--- config.mk ---
export PLATFORM = sky130hd
export DESIGN_NAME = ras_ckpt
export DESIGN_NICKNAME = d
export VERILOG_FILES = /design/src/rtl/ras_ckpt.sv
export SDC_FILE = /design/constraint.sdc
export NUM_CORES = 1
export LEC_CHECK = 0
export ABC_CLOCK_PERIOD_IN_PS = 3000
export CORE_ASPECT_RATIO = 1.4
export CORE_MARGIN = 3
export CORE_UTILIZATION = 50
export DETAILED_ROUTE_END_ITERATION = 6
export PLACE_DENSITY_LB_ADDON = 0.05
export SLEW_MARGIN = 20
export SYNTH_ARGS = -nofsm -noshare
export SYNTH_HDL_FRONTEND = slang
export SYNTH_SLANG_ARGS = --single-unit
--- constraint.sdc ---
create_clock -name clk_i -period 3 [get_ports clk_i]
set_clock_uncertainty 0.05 [all_clocks]
set_input_delay 0.45 -clock clk_i [delete_from_list [all_inputs] [get_ports clk_i]]
set_output_delay 0.45 -clock clk_i [all_outputs]
set_load 0.005 [all_outputs]
--- src/rtl/ras_ckpt.sv ---
// Circular return-address stack with saturating occupancy, overflow pulse and
// optional top-of-stack checkpoint/restore (enabled by defining RAS_CKPT_EN).
module ras_ckpt #(
    parameter int unsigned DEPTH = 2,
    parameter int unsigned VLEN  = 64
) (
    input  logic                         clk_i,
    input  logic                         rst_ni,
    input  logic                         flush_i,
    input  logic                         push_i,
    input  logic                         pop_i,
    input  logic [VLEN-1:0]              data_i,
    input  logic                         ckpt_save_i,
    input  logic                         ckpt_restore_i,
    output logic                         top_valid_o,
    output logic [VLEN-1:0]              top_addr_o,
    output logic [$clog2(DEPTH+1)-1:0]   count_o,
    output logic                         overflow_o
);

    localparam int unsigned CW = $clog2(DEPTH + 1);
    localparam int unsigned PW = (DEPTH > 1) ? $clog2(DEPTH) : 1;

    logic [VLEN-1:0] entry_q [DEPTH];
    logic [PW-1:0]   tos_q, tos_d, tos_inc, tos_dec;
    logic [CW-1:0]   count_q, count_d;
    logic            ovf_q, ovf_d;
    logic            is_full, is_empty;

    logic            wr_en;
    logic [PW-1:0]   wr_idx;
    logic [VLEN-1:0] wr_data;

    logic            restore_en;
    logic [PW-1:0]   snap_tos;
    logic [CW-1:0]   snap_count;
    logic [VLEN-1:0] snap_addr;

    // Explicit wrap keeps non-power-of-two depths inside 0..DEPTH-1.
    assign tos_inc  = (tos_q == PW'(DEPTH - 1)) ? '0 : tos_q + PW'(1);
    assign tos_dec  = (tos_q == '0) ? PW'(DEPTH - 1) : tos_q - PW'(1);
    assign is_full  = (count_q == CW'(DEPTH));
    assign is_empty = (count_q == '0);

`ifdef RAS_CKPT_EN
    logic            save_en;
    logic [VLEN-1:0] top_next;
    logic [PW-1:0]   snap_tos_q;
    logic [CW-1:0]   snap_count_q;
    logic [VLEN-1:0] snap_addr_q;

    assign restore_en = ckpt_restore_i;
    assign save_en    = ckpt_save_i & ~ckpt_restore_i;
    assign snap_tos   = snap_tos_q;
    assign snap_count = snap_count_q;
    assign snap_addr  = snap_addr_q;

    // The snapshot captures the post-update state, so forward this cycle's write.
    assign top_next = (wr_en && (wr_idx == tos_d)) ? wr_data : entry_q[tos_d];

    always_ff @(posedge clk_i or negedge rst_ni) begin
        if (!rst_ni) begin
            snap_tos_q   <= '0;
            snap_count_q <= '0;
            snap_addr_q  <= '0;
        end else if (save_en) begin
            snap_tos_q   <= tos_d;
            snap_count_q <= count_d;
            snap_addr_q  <= top_next;
        end
    end
`else
    logic unused_ckpt;

    assign unused_ckpt = ckpt_save_i | ckpt_restore_i;
    assign restore_en  = 1'b0;
    assign snap_tos    = '0;
    assign snap_count  = '0;
    assign snap_addr   = '0;
`endif

    always_comb begin
        tos_d   = tos_q;
        count_d = count_q;
        ovf_d   = 1'b0;
        wr_en   = 1'b0;
        wr_idx  = tos_q;
        wr_data = data_i;
        if (flush_i) begin
            tos_d   = '0;
            count_d = '0;
        end else if (restore_en) begin
            tos_d   = snap_tos;
            count_d = snap_count;
            wr_en   = 1'b1;
            wr_idx  = snap_tos;
            wr_data = snap_addr;
        end else if (push_i && pop_i && !is_empty) begin
            wr_en = 1'b1;
        end else if (push_i) begin
            // On a full stack the incremented pointer lands on the oldest entry.
            tos_d  = tos_inc;
            wr_en  = 1'b1;
            wr_idx = tos_inc;
            if (is_full) begin
                ovf_d = 1'b1;
            end else begin
                count_d = count_q + CW'(1);
            end
        end else if (pop_i && !is_empty) begin
            tos_d   = tos_dec;
            count_d = count_q - CW'(1);
        end
    end

    always_ff @(posedge clk_i or negedge rst_ni) begin
        if (!rst_ni) begin
            tos_q   <= '0;
            count_q <= '0;
            ovf_q   <= 1'b0;
        end else begin
            tos_q   <= tos_d;
            count_q <= count_d;
            ovf_q   <= ovf_d;
        end
    end

    always_ff @(posedge clk_i or negedge rst_ni) begin
        if (!rst_ni) begin
            for (int i = 0; i < int'(DEPTH); i++) begin
                entry_q[i] <= '0;
            end
        end else if (wr_en) begin
            entry_q[wr_idx] <= wr_data;
        end
    end

    assign top_valid_o = !is_empty;
    assign top_addr_o  = entry_q[tos_q];
    assign count_o     = count_q;
    assign overflow_o  = ovf_q;

endmodule

# [Word level (Yosys, flattened, before mapping)]
# Cells that the tools add are included.
[totals] ram_bits=0 mem_count=0 regBits=132 latchBits=0 rom_bits=0
[classes] bitwise_logic=2 n_mul=0 n_eq_ne=3 n_lt_le_gt_ge=3 n_reduce_logical=9 addsub=4 mux=27 shift=0 n_div=0
[op_table] op="64-bit two-way mux" n=4
[op_table] op="128-bit bitwise mux" n=1
[op_table] op="64-bit demux with 1-bit select" n=1
[op_table] op="1-bit two-way mux" n=16
[op_table] op="2-bit two-way mux" n=5
[op_table] op="2-bit >= comparator, second input constant" n=2
[op_table] op="1-bit logical AND" n=4
[op_table] op="1-bit inverter with 2-bit output" n=2
[op_table] op="3-bit inequality test, second input constant" n=1
[op_table] op="3-bit AND reduction" n=1
[op_table] op="3-bit nonzero test" n=1
[op_table] op="2-bit by 1-bit adder with 2-bit output, second input constant" n=1
[op_table] op="2-bit == test, second input constant" n=1
[op_table] op="2-bit zero test" n=1
[op_table] op="2-bit by 1-bit less-than comparator with 1-bit output, second input constant" n=1
[op_table] op="2-bit inequality test, second input constant" n=1
[op_table] op="2-bit AND reduction" n=1
[op_table] op="2-bit by 1-bit subtractor with 2-bit output, second input constant" n=1
[op_table] op="1-bit adder, second input constant" n=1
[op_table] op="1-bit zero test" n=1
[op_table] op="1-bit subtractor, second input constant" n=1

# [Depth between registers and ports, before layout]
[depth] word_depth=11 mapped_depth=6 ltp_nobuf=3

# [Worst setup path before layout]
# OpenSTA, ideal clock, no wires.
[synth_timing] path_kind="input port to flip-flop" startpoint="in push_i" endpoint="reg entry_q[100] in the netlist's numbering" setup_ps=125 setup_slack_ps=934 n_path_buf=2 cell_stages=5 arrival_ps=1891 path_cell_list="buf_4 > or3b_4 > mux2i_4 > buf_8 > mux2_4"
[synth_via] elab_chain_cells=10 word_cells_on_any_way=15 classes_between="order compare (2); mux (9); bitwise (1); reduce/logical (3)"
[synth_rtl] item="start: declaration" line="10" source="input logic push_i,"
[synth_rtl] item="1-bit logical AND (2 in series)" line="98" source="end else if (push_i && pop_i && !is_empty) begin"
[synth_rtl] item="1-bit two-way mux" line="98"
[synth_rtl] item="1-bit two-way mux" line="89" source="if (flush_i) begin"
[synth_rtl] item="1-bit inverter with 2-bit output (implied by the code)" line="134" source="entry_q[wr_idx] <= wr_data;"
[synth_rtl] item="2-bit >= comparator (implied by the code) / 2-bit by 1-bit less-than comparator with 1-bit output (equally long branches)" line="134"
[synth_rtl] item="1-bit logical AND (implied by the code)" line="134"
[synth_rtl] item="64-bit two-way mux (implied by the code)" line="134"
[synth_rtl] item="64-bit demux with 1-bit select" line="134"
[synth_rtl] item="128-bit bitwise mux" line="134"
[synth_rtl] item="end signal: indexed assignment" line="134"
[synth_rtl] item="end: declaration" line="24" source="logic [VLEN-1:0] entry_q [DEPTH];"
# Parallel ways exist; a longest one is shown, timed or not.
# A chain may end at the register's enable or synchronous reset.

# [Worst setup path in the final report]
[layout_timing] startpoint="reg tos_q" endpoint="out top_addr_o[19]"
[layout_via] elab_chain_cells=4
[layout_rtl] item="start: declaration" line="25" source="logic [PW-1:0] tos_q, tos_d, tos_inc, tos_dec;"
[layout_rtl] item="start signal: assignment" line="122" source="tos_q <= tos_d;"
[layout_rtl] item="1-bit inverter with 2-bit output (implied by the code)" line="139" source="assign top_addr_o = entry_q[tos_q];"
[layout_rtl] item="64-bit two-way mux (implied by the code) (3 in series)" line="139"
[layout_rtl] item="end: declaration" line="16" source="output logic [VLEN-1:0] top_addr_o,"
# Every way passes these cells. The select of a mux whose other input is x is not followed.

==> run summary <==
* status: completed
* count of buffers from port buffering: 136
* Clock Power Share: 30.8%
* layout filler cell count: 822
* transition at the pin with the smallest max-transition slack: 0.599 ns
* count of max-cap constraint violations: 0
* worst-path cell chain: buf_4, mux2_2, clkdlybuf4s50_1
* Net Sw Frac: 24.1%
* unrepaired setup endpoints after global routing: no
* library cell occupying the most area in the post-synthesis netlist: sky130_fd_sc_hd__dfrtp_1
* Net count, final: 582
* total DRC errors in the routed layout: 0
* Hold Violations, Final: 0
* final total negative setup slack: 0 ns
* worst rel slew slack: 59.8%
* Chip Width: 98.8 um
* CTS Sinks: 132
* cell area after synthesis: 6030 um^2
* worst-case reg-to-reg path depth: 4
* global-route wire length before repair: 21100 um
* Reg clk slew, reported paths: 0.06 ns
* cell class contributing the biggest share of worst-path delay: buffers and inverters
* number of synthesis warnings: 0
* synthesized instance count: 367
* crit path max-delay cell type: sky130_fd_sc_hd__dfrtp_2
* Final setup violation count: 0
* level count of the clock H-tree: 4
* Iter 0 DRT Violations: 71
* clock latency on the worst-skew pair: 0.41 ns
* fraction of final layout cells sized beyond drive strength 1: 45.4%
* floorplan die area: 13400 um^2
* net count of the mapped netlist: 438
* area growth from synthesis to layout: 35.9%
* switching pwr: 1.75 mW
* Internal Pwr Total: 5.51 mW
* count of TritonRoute iterations in the first routing pass: 4
* number of enable-type register cells in the synthesized netlist: 0
* Final period util: 91.6%
* Cell Pwr Density: 886 nW/um^2
* maximum buffer depth of the clock tree: 2
* worst endpoint required time: 2.50 ns
* antenna fix cells: 0
* largest net degree at the start of global routing: 69
* Synth Register Bits: 132
* combinational cell fraction of total power: 32.1%
* relative contribution of sequential cells to total power: 37.1%
* largest incremental delay on the critical path: 0.63 ns
* non-filler instance count after layout: 668
* count of vias placed by the detailed router: 3547
* critical path startpoint: tos_q
* maximum net fanout on the critical path: 18
* Vias/cell: 5.31
* wire length after detailed routing: 12500 um
* type of origin of the critical path: flop
* IR Drop Worst-Case VDD: 0.410 mV
* type of element capturing the critical path: output port
* Commonest cells post-synth: sky130_fd_sc_hd__dfrtp_1 (132), sky130_fd_sc_hd__mux2_2 (132), sky130_fd_sc_hd__mux2_4 (60)
* Buffers & Inverters on Critical Path: 2
* final count of pins violating max slew: 0
* total leakage power: 3.47 nW
* placed wire-length estimate: 8100 um
* worst flop-to-flop path startpoint: count_o[1]
* number of routed nets with antenna violations: 0
* Post-CTS Repair Setup Buffers: 0
* clock tree from TritonCTS: built
* mean routed wirelength per cell: 18.7 um
* initial antenna violation count: 0
* worst setup path endpoint: top_addr_o[19]
* Tmin final: 2.75 ns
* chip height: 136 um
* average instance area after synthesis: 16.4 um^2
* Inst Count DP: 635
* Critical Setup Path Class: flop to output port
* capturing point of the worst reg2reg path: entry_q[79]
* Yosys cell types: 28
* endpoint arrival time on the critical path: 2.25 ns
* overall power of the completed layout: 7.26 mW
* proportion of synthesized chip area in sequential cells: 54.8%
* top-level port count: 139
* vias in the first global route: 4138
* Top FF cell, synth: sky130_fd_sc_hd__dfrtp_1
* RePlAce Congestion: 0.680
* top area cells in the synthesized netlist: sky130_fd_sc_hd__dfrtp_1 (55%), sky130_fd_sc_hd__mux2_2 (25%), sky130_fd_sc_hd__mux2_4 (15%), sky130_fd_sc_hd__buf_8 (1.5%), sky130_fd_sc_hd__buf_4 (0.75%)
* maximum clock frequency: 0.364 GHz
* Core Area: 11600 um^2
* area share of the leading cell type in the synthesized netlist: 54.8%
* reg-to-reg setup timing slack: 0.70 ns
* Row Count: 46
* number of buffers inserted during clock tree synthesis: 17
* clock tree root buffer cell: sky130_fd_sc_hd__clkbuf_16
* initial core utilization: 52.1%
* worst min path class: flop to flop
* global route overflow: 0
* GRT Resource Usage Total: 20.0%
* Stages on worst setup path: 3
* async set or reset register ratio after synthesis: 100%
## repair_timing
| item | CTS | global route |
|---|---|---|
| hold endpoints to repair | 29 | 0 |
| setup endpoints to repair | 0 | 0 |
| gates resized for setup | 0 | 0 |
| hold buffers | 1 | 0 |
## cell type report
cell class	instances	area, um^2	area share [%]
clock buffers	21	470	5.74
clock inverters	11	175	2.14
inverters	2	7.51	0.0916
multi-input cells	212	2560	31.2
flip-flops and latches	132	3300	40.3
well taps	144	180	2.20
repair buffers	146	1500	18.3
## cell families after synthesis
logic type | after synthesis | synth area share [%]
AND/OR/NAND/NOR | 10 | 1.18
AO/OA/AOI/OAI | 6 | 0.643
flip-flops | 132 | 54.8
buffers and inverters | 23 | 2.97
multiplexers | 194 | 40.1
XOR/XNOR | 2 | 0.291
## power groups by stage
stage	sequential [mW]	combinational (mW)	clock, mW
after floorplan	2.60	1.32	0
after global placement	2.67	2.31	0
after detailed placement	2.72	2.34	0
after CTS	2.70	2.37	2.28
after global routing	2.78	2.50	2.36
final	2.70	2.33	2.24
## worst register-to-register path, stage by stage, from the launching register on
cell and delay [ns]:
sky130_fd_sc_hd__dfrtp_1 0.45, sky130_fd_sc_hd__o21ai_1 0.53, sky130_fd_sc_hd__mux2i_4 0.37, sky130_fd_sc_hd__buf_12 0.39
sky130_fd_sc_hd__mux2_2 0.40
## worst min-delay path by stage
stage	start	to	slack (ns)	depth (start not counted)
floorplan	rst_ni	count_o[0]	0.10	0
CTS	entry_q[51]	entry_q[51]	0.45	1
finish	entry_q[48]	entry_q[48]	0.45	1
global route	entry_q[43]	entry_q[43]	0.46	1
global placement	rst_ni	entry_q[110]	0.35	1
detailed placement	rst_ni	entry_q[110]	0.36	1
## stage by stage
stage          util [%]  worst slack (ns)  hold slack [ns]  instance area (um^2)
2_1_floorplan         -             0.934            0.104                  6030
3_3_place_gp       65.2             0.365            0.354                  7540
3_5_place_dp       65.2             0.338            0.364                  7540
4_1_cts            70.9             0.240            0.453                  8200
5_1_grt            70.9             0.167            0.459                  8200
6_report           70.9             0.253            0.450                  8200
## per-layer routing
metal | wire (um) | vias up | track usage [%]
li1 | - | 1611 | -
met1 | 5130 | 1820 | 24.3
met2 | 6410 | 100 | 33.5
met3 | 765 | 16 | 6.21
met4 | 211 | 0 | 6.99
met5 | 0 | - | 0
## registers in the layout (all words and copies together) (netlist names)
signal      count
count_o         2
entry_q       128
overflow_o      1
tos_q           1
## placed cells by master, fill, tap and decap left out, types with 2 or more instances in the layout
cell	count
sky130_fd_sc_hd__clkinvlp_4	2
sky130_fd_sc_hd__dfrtp_1	131
sky130_fd_sc_hd__clkbuf_16	17
sky130_fd_sc_hd__mux2_2	132
sky130_fd_sc_hd__clkdlybuf4s50_1	135
sky130_fd_sc_hd__mux2_4	60
sky130_fd_sc_hd__buf_4	5
sky130_fd_sc_hd__clkbuf_8	3
sky130_fd_sc_hd__clkinv_4	4
sky130_fd_sc_hd__mux2i_4	2
sky130_fd_sc_hd__inv_1	2
sky130_fd_sc_hd__bufinv_16	4
sky130_fd_sc_hd__nor2_1	2
sky130_fd_sc_hd__buf_12	5
Note: power is estimated with default switching activity, not from simulation.
